--- src/rtl/mem_port_arbiter.sv ---
// rtl/mem_port_arbiter.sv - fetch/load-store arbiter for one single-ported synchronous memory
//
// Purpose: shares one memory port between instruction fetch and the execute-stage
// load/store path. Data wins by default. A saturating starvation counter forces a
// fetch through after STARVE_LIMIT consecutive data grants that left fetch waiting.
// A registered owner code routes the one-cycle-latency read data back as rvalid.
//
// Ports:
//   clk, reset                      clock, synchronous active-high reset
//   instr_req_i/addr_i              fetch word-read request and byte address
//   instr_gnt_o/rvalid_o/rdata_o    fetch grant, read-data valid, read data
//   data_req_i/we_i/addr_i/wdata_i  load/store request, byte enables, address, store data
//   data_gnt_o/rvalid_o/rdata_o     load/store grant, read-data valid, read data
//   mem_en_o/we_o/addr_o/wdata_o    memory command (word-aligned address)
//   mem_rdata_i                     memory read data, one cycle after a read enable
//   fetch_stall_o, data_stall_o     requester must hold its request
module mem_port_arbiter #(
  parameter int unsigned STARVE_LIMIT = 4
) (
  input  logic        clk,
  input  logic        reset,
  input  logic        instr_req_i,
  input  logic [31:0] instr_addr_i,
  output logic        instr_gnt_o,
  output logic        instr_rvalid_o,
  output logic [31:0] instr_rdata_o,
  input  logic        data_req_i,
  input  logic [3:0]  data_we_i,
  input  logic [31:0] data_addr_i,
  input  logic [31:0] data_wdata_i,
  output logic        data_gnt_o,
  output logic        data_rvalid_o,
  output logic [31:0] data_rdata_o,
  output logic        mem_en_o,
  output logic [3:0]  mem_we_o,
  output logic [31:0] mem_addr_o,
  output logic [31:0] mem_wdata_o,
  input  logic [31:0] mem_rdata_i,
  output logic        fetch_stall_o,
  output logic        data_stall_o
);

  typedef enum logic [1:0] {
    OWN_IDLE    = 2'd0,
    OWN_INSTR   = 2'd1,
    OWN_DATA_RD = 2'd2
  } owner_e;

  localparam logic [3:0] LIMIT = 4'(STARVE_LIMIT);

  owner_e      owner_q, owner_d;
  logic [3:0]  starve_cnt, starve_cnt_d;
  logic        force_instr;
  logic [31:0] sel_addr;

  // Fetch is forced through only when it is actually contending with data.
  assign force_instr = (starve_cnt == LIMIT) & instr_req_i & data_req_i;

  always_comb begin
    instr_gnt_o = instr_req_i & ~data_req_i;
    data_gnt_o  = data_req_i;
    if (force_instr) begin
      instr_gnt_o = 1'b1;
      data_gnt_o  = 1'b0;
    end
  end

  always_comb begin
    sel_addr    = 32'h0;
    mem_we_o    = 4'b0000;
    mem_wdata_o = 32'h0;
    if (data_gnt_o) begin
      sel_addr    = data_addr_i;
      mem_we_o    = data_we_i;
      mem_wdata_o = data_wdata_i;
    end else if (instr_gnt_o) begin
      sel_addr = instr_addr_i;
    end
  end

  assign mem_en_o   = instr_gnt_o | data_gnt_o;
  assign mem_addr_o = sel_addr & ~32'h3;

  assign fetch_stall_o = instr_req_i & ~instr_gnt_o;
  assign data_stall_o  = data_req_i & ~data_gnt_o;

  // Owner code is the registered grant; writes map to IDLE so they raise no rvalid.
  always_comb begin
    owner_d = OWN_IDLE;
    if (instr_gnt_o) begin
      owner_d = OWN_INSTR;
    end else if (data_gnt_o && (data_we_i == 4'b0000)) begin
      owner_d = OWN_DATA_RD;
    end
  end

  // Counts data grants that bypassed a waiting fetch; any fetch grant or an idle
  // fetch side clears it.
  always_comb begin
    starve_cnt_d = starve_cnt;
    if (instr_gnt_o || !instr_req_i) begin
      starve_cnt_d = 4'd0;
    end else if (data_gnt_o && (starve_cnt != LIMIT)) begin
      starve_cnt_d = starve_cnt + 4'd1;
    end
  end

  always_ff @(posedge clk) begin
    if (reset) begin
      owner_q    <= OWN_IDLE;
      starve_cnt <= 4'd0;
    end else begin
      owner_q    <= owner_d;
      starve_cnt <= starve_cnt_d;
    end
  end

  assign instr_rvalid_o = (owner_q == OWN_INSTR);
  assign data_rvalid_o  = (owner_q == OWN_DATA_RD);
  assign instr_rdata_o  = mem_rdata_i;
  assign data_rdata_o   = mem_rdata_i;

endmodule

--- config.mk ---
export PLATFORM = sky130hd
export DESIGN_NAME = mem_port_arbiter
export DESIGN_NICKNAME = d
export VERILOG_FILES = /design/src/rtl/mem_port_arbiter.sv
export SDC_FILE = /design/constraint.sdc
export NUM_CORES = 1
export LEC_CHECK = 0
export CELL_PAD_IN_SITES_DETAIL_PLACEMENT = 2
export CELL_PAD_IN_SITES_GLOBAL_PLACEMENT = 2
export CORE_AREA = 2 2 107 109
export DETAILED_ROUTE_END_ITERATION = 8
export DIE_AREA = 0 0 109 111
export DONT_BUFFER_PORTS = 1
export GPL_TIMING_DRIVEN = 0
export HOLD_SLACK_MARGIN = 0.08
export PLACE_DENSITY_LB_ADDON = 0.1
export SLEW_MARGIN = 20
export SYNTH_ARGS = -nofsm -noshare
export SYNTH_HDL_FRONTEND = slang
export SYNTH_SLANG_ARGS = --single-unit
--- constraint.sdc ---
create_clock -name clk -period 1.8 [get_ports clk]
set_input_delay 0.36 -clock clk [delete_from_list [all_inputs] [get_ports clk]]
set_output_delay 0.36 -clock clk [all_outputs]
set_load 0.02 [all_outputs]
==> flow_summary.yaml <==
drt:
  viasPerCell: 3.92
  ant_nets: 0
  first_pass_iters: 3
  detail_route.wl_per_cell_um: 18.6
  drt_iter0_markers: 11
  num_vias: 1352
  wl_um: 6430
  drc: 0
pwr:
  static-leakage-power_nw: 1.10
  p_int_mw: 0.750
  pwr-share-comb_pct: 58.6
  irDropWorstVdd_mv: 0.200
  p_per_area_nw_per_um2: 514
  swShare_pct: 37.3
  p_switching_mw: 0.446
  power.total_mw: 1.20
  clock_power_share_pct: 29.9
  power_frac_seq_pct: 11.5
timing:
  maxClockFrequency_ghz: 0.480
  fin_worst_skew_ns: 0.0000957
  slew_viol_final: 0
  timing.final.ws_setup_ns: -0.282
  layout_min_cycle_time_ns: 2.08
  period_share_pct: 116
  hold_viol_final: 0
  rsz0062_at_grt: "true"
  setup_viol: 67
worst_setup_path:
  critPathMaxFanout: 10
  timing.rr.start: "starve_cnt[1]$_SDFFE_PP0P_"
  start_kind: "register"
  worst_ep_required_time_ns: 1.44
  r2r_slack_ns: 0.17
  reg2reg_to: "starve_cnt[3]$_SDFFE_PP0P_"
  reg2regPathDepth: 7
  path_class: "reg2out"
  worst_setup_path_end_kind: "primary output"
  arrival_ns: 1.72
floorplanning:
  fp.dieW_um: 109
  dieArea_um2: 12100
  pin_count: 275
  num_rows: 39
  coreArea_um2: 11100
  initial_core_util_pct: 12.2
  fp.dieH_um: 111
layout:
  syn2layout_area_growth_pct: 72.3
  drive_gt1_share_pct: 87.1
  nets: 342
  multi_input_comb_area_um2: 1040
  n_antenna_cell: 0
  fill_cells: 1240
  final_common_cell: "buf_4"
  finalNonFillerCells: 345
  mostFrequentLayoutCells: "78 x buf_4, 30 x a22o_4, 28 x and2_4"
  register_area_um2: 123
cts:
  cts_root_buf: "clkbuf_16"
  clkSinkCount: 6
  h-tree-depth: 1
  hold_buffers: 0
  cts_made_buffers: 3
  cts_tree: "done"
  clk_path_buf_depth: 2
  clkTransAtPathRegs_ns: 0.03
  clock_latency_ns: 0.23
worst_hold_path:
  min_path_type: "in2reg"
  hold_end: "owner_q[0]$_SDFF_PP0_"
  worstHoldStart: "reset"
  min_path_cells: 1
yosys:
  synth_area_per_cell_um2: 7.63
  synthCells: 177
  syn_area_um2: 1350
  yosysUniqueCellTypes: 22
  yosys_register_bits: 6
  ys_seq_area_share_pct: 8.90
  ys.warnings.count: 0
status:
  status: "finished with violations"
  violations: "negative setup slack"
placed_design:
  dp.cells: 321
  dp.final_hpwl_um: 5160
  place_ws_ns: -0.532
  port_buffers: 0
  gp_congestion: 0.649
global_routing:
  grt_pass1_vias: 1449
  grt_util_all_layers_pct: 9.23
  grt-ovfl-total: 0
  grt_max_degree: 11
  grt_first_pass_wirelength_um: 8470
  antenna_found_initial: 0
flow_run:
  drv_cap: 0
worst max-delay path by stage:
stage / start / to / cells past startpoint
after floorplan: starve_cnt[0]$_SDFFE_PP0P_ / mem_addr_o[10] / 6
after global placement: starve_cnt[0]$_SDFFE_PP0P_ / mem_addr_o[23] / 6
after detailed placement: starve_cnt[0]$_SDFFE_PP0P_ / mem_addr_o[23] / 6
after CTS: starve_cnt[1]$_SDFFE_PP0P_ / mem_wdata_o[20] / 8
after global routing: starve_cnt[1]$_SDFFE_PP0P_ / mem_wdata_o[29] / 8
final: starve_cnt[1]$_SDFFE_PP0P_ / mem_wdata_o[20] / 8
through the flow:
stage	util [%]	hold slack, ns	setup TNS (ns)	area, um2
finish	21.0	0.205	-15.93	2330
global route	21.0	0.208	-19.59	2330
CTS	19.8	0.204	-15.27	2190
detailed placement	14.2	0.437	-27.41	1570
global placement	14.2	0.434	-24.37	1570
floorplan	-	0.430	-0.281	1390
worst max-delay path, stage by stage (launching register included):
cell and delay, ns:
dfxtp_2 0.34, inv_2 0.05, ha_4 0.15, and3b_2 0.22
a21boi_4 0.16, buf_6 0.15, buf_8 0.13, buf_8 0.12
and2_4 0.18
cell usage after synthesis:
cell type,instances,area share [%]
buf_2,7,2.6
buf_6,3,2.5
nor3_1,1,0.37
nand3b_1,1,0.56
xnor2_1,1,0.65
a21boi_2,2,1.7
buf_4,66,37
dfxtp_1,6,8.9
nand4_1,1,0.46
or3_1,2,0.93
nand2_1,2,0.56
or2_2,1,0.46
nor2_1,6,1.7
a22o_1,30,19
inv_1,3,0.83
and3b_1,1,0.65
nor2b_1,3,1.4
conb_1,1,0.28
ha_1,2,1.9
a21oi_1,1,0.37
and2_1,36,17
and3_1,1,0.46
logic make-up after synthesis:
kind of cell	after synthesis	synth area share, %
buf+inv	79	42.6
compound gates	33	21.5
fa+ha+maj	2	1.85
other cells	1	0.278
simple gates	55	24.2
flops	6	8.90
xor+xnor	1	0.649
per-layer routing:
metal | wire length (um) | part of all wire [%] | global-route usage, % | vias up
met5 | 0 | 0 | 0 | -
met4 | 36 | 0.56 | 1.79 | 0
met3 | 734 | 11 | 1.70 | 4
met2 | 4030 | 63 | 21.7 | 155
met1 | 1630 | 25 | 6.95 | 617
li1 | - | - | - | 576
registers in the layout, summed over array words and instances, names as in the netlist:
| name | count |
|---|---|
| owner_q | 2 |
| starve_cnt | 4 |
layout make-up:
class | instances | share of cell area, %
plain buffers | 76 | 27.6
flip-flops and latches | 6 | 5.27
repair buffers | 21 | 11.1
inverters | 3 | 0.484
clock buffers | 3 | 3.23
well taps | 143 | 7.69
multi-input cells | 93 | 44.6
timing repair:
| action | in CTS | in global routing |
|---|---|---|
| setup endpoints to repair | 68 | 69 |
| resized for setup | 107 | 20 |
| setup buffers | 9 | 7 |
| cloned | 4 | 2 |
| pin swaps | 28 | 28 |
power by group through the flow:
stage | Combinational [mW] | Sequential [mW] | Clock (mW)
6_report | 0.701 | 0.138 | 0.358
5_1_grt | 0.734 | 0.138 | 0.376
4_1_cts | 0.676 | 0.138 | 0.365
3_5_place_dp | 0.529 | 0.140 | 0
3_3_place_gp | 0.532 | 0.140 | 0
2_1_floorplan | 0.479 | 0.139 | 0
No activity file was read; power rests on OpenSTA's default activity.
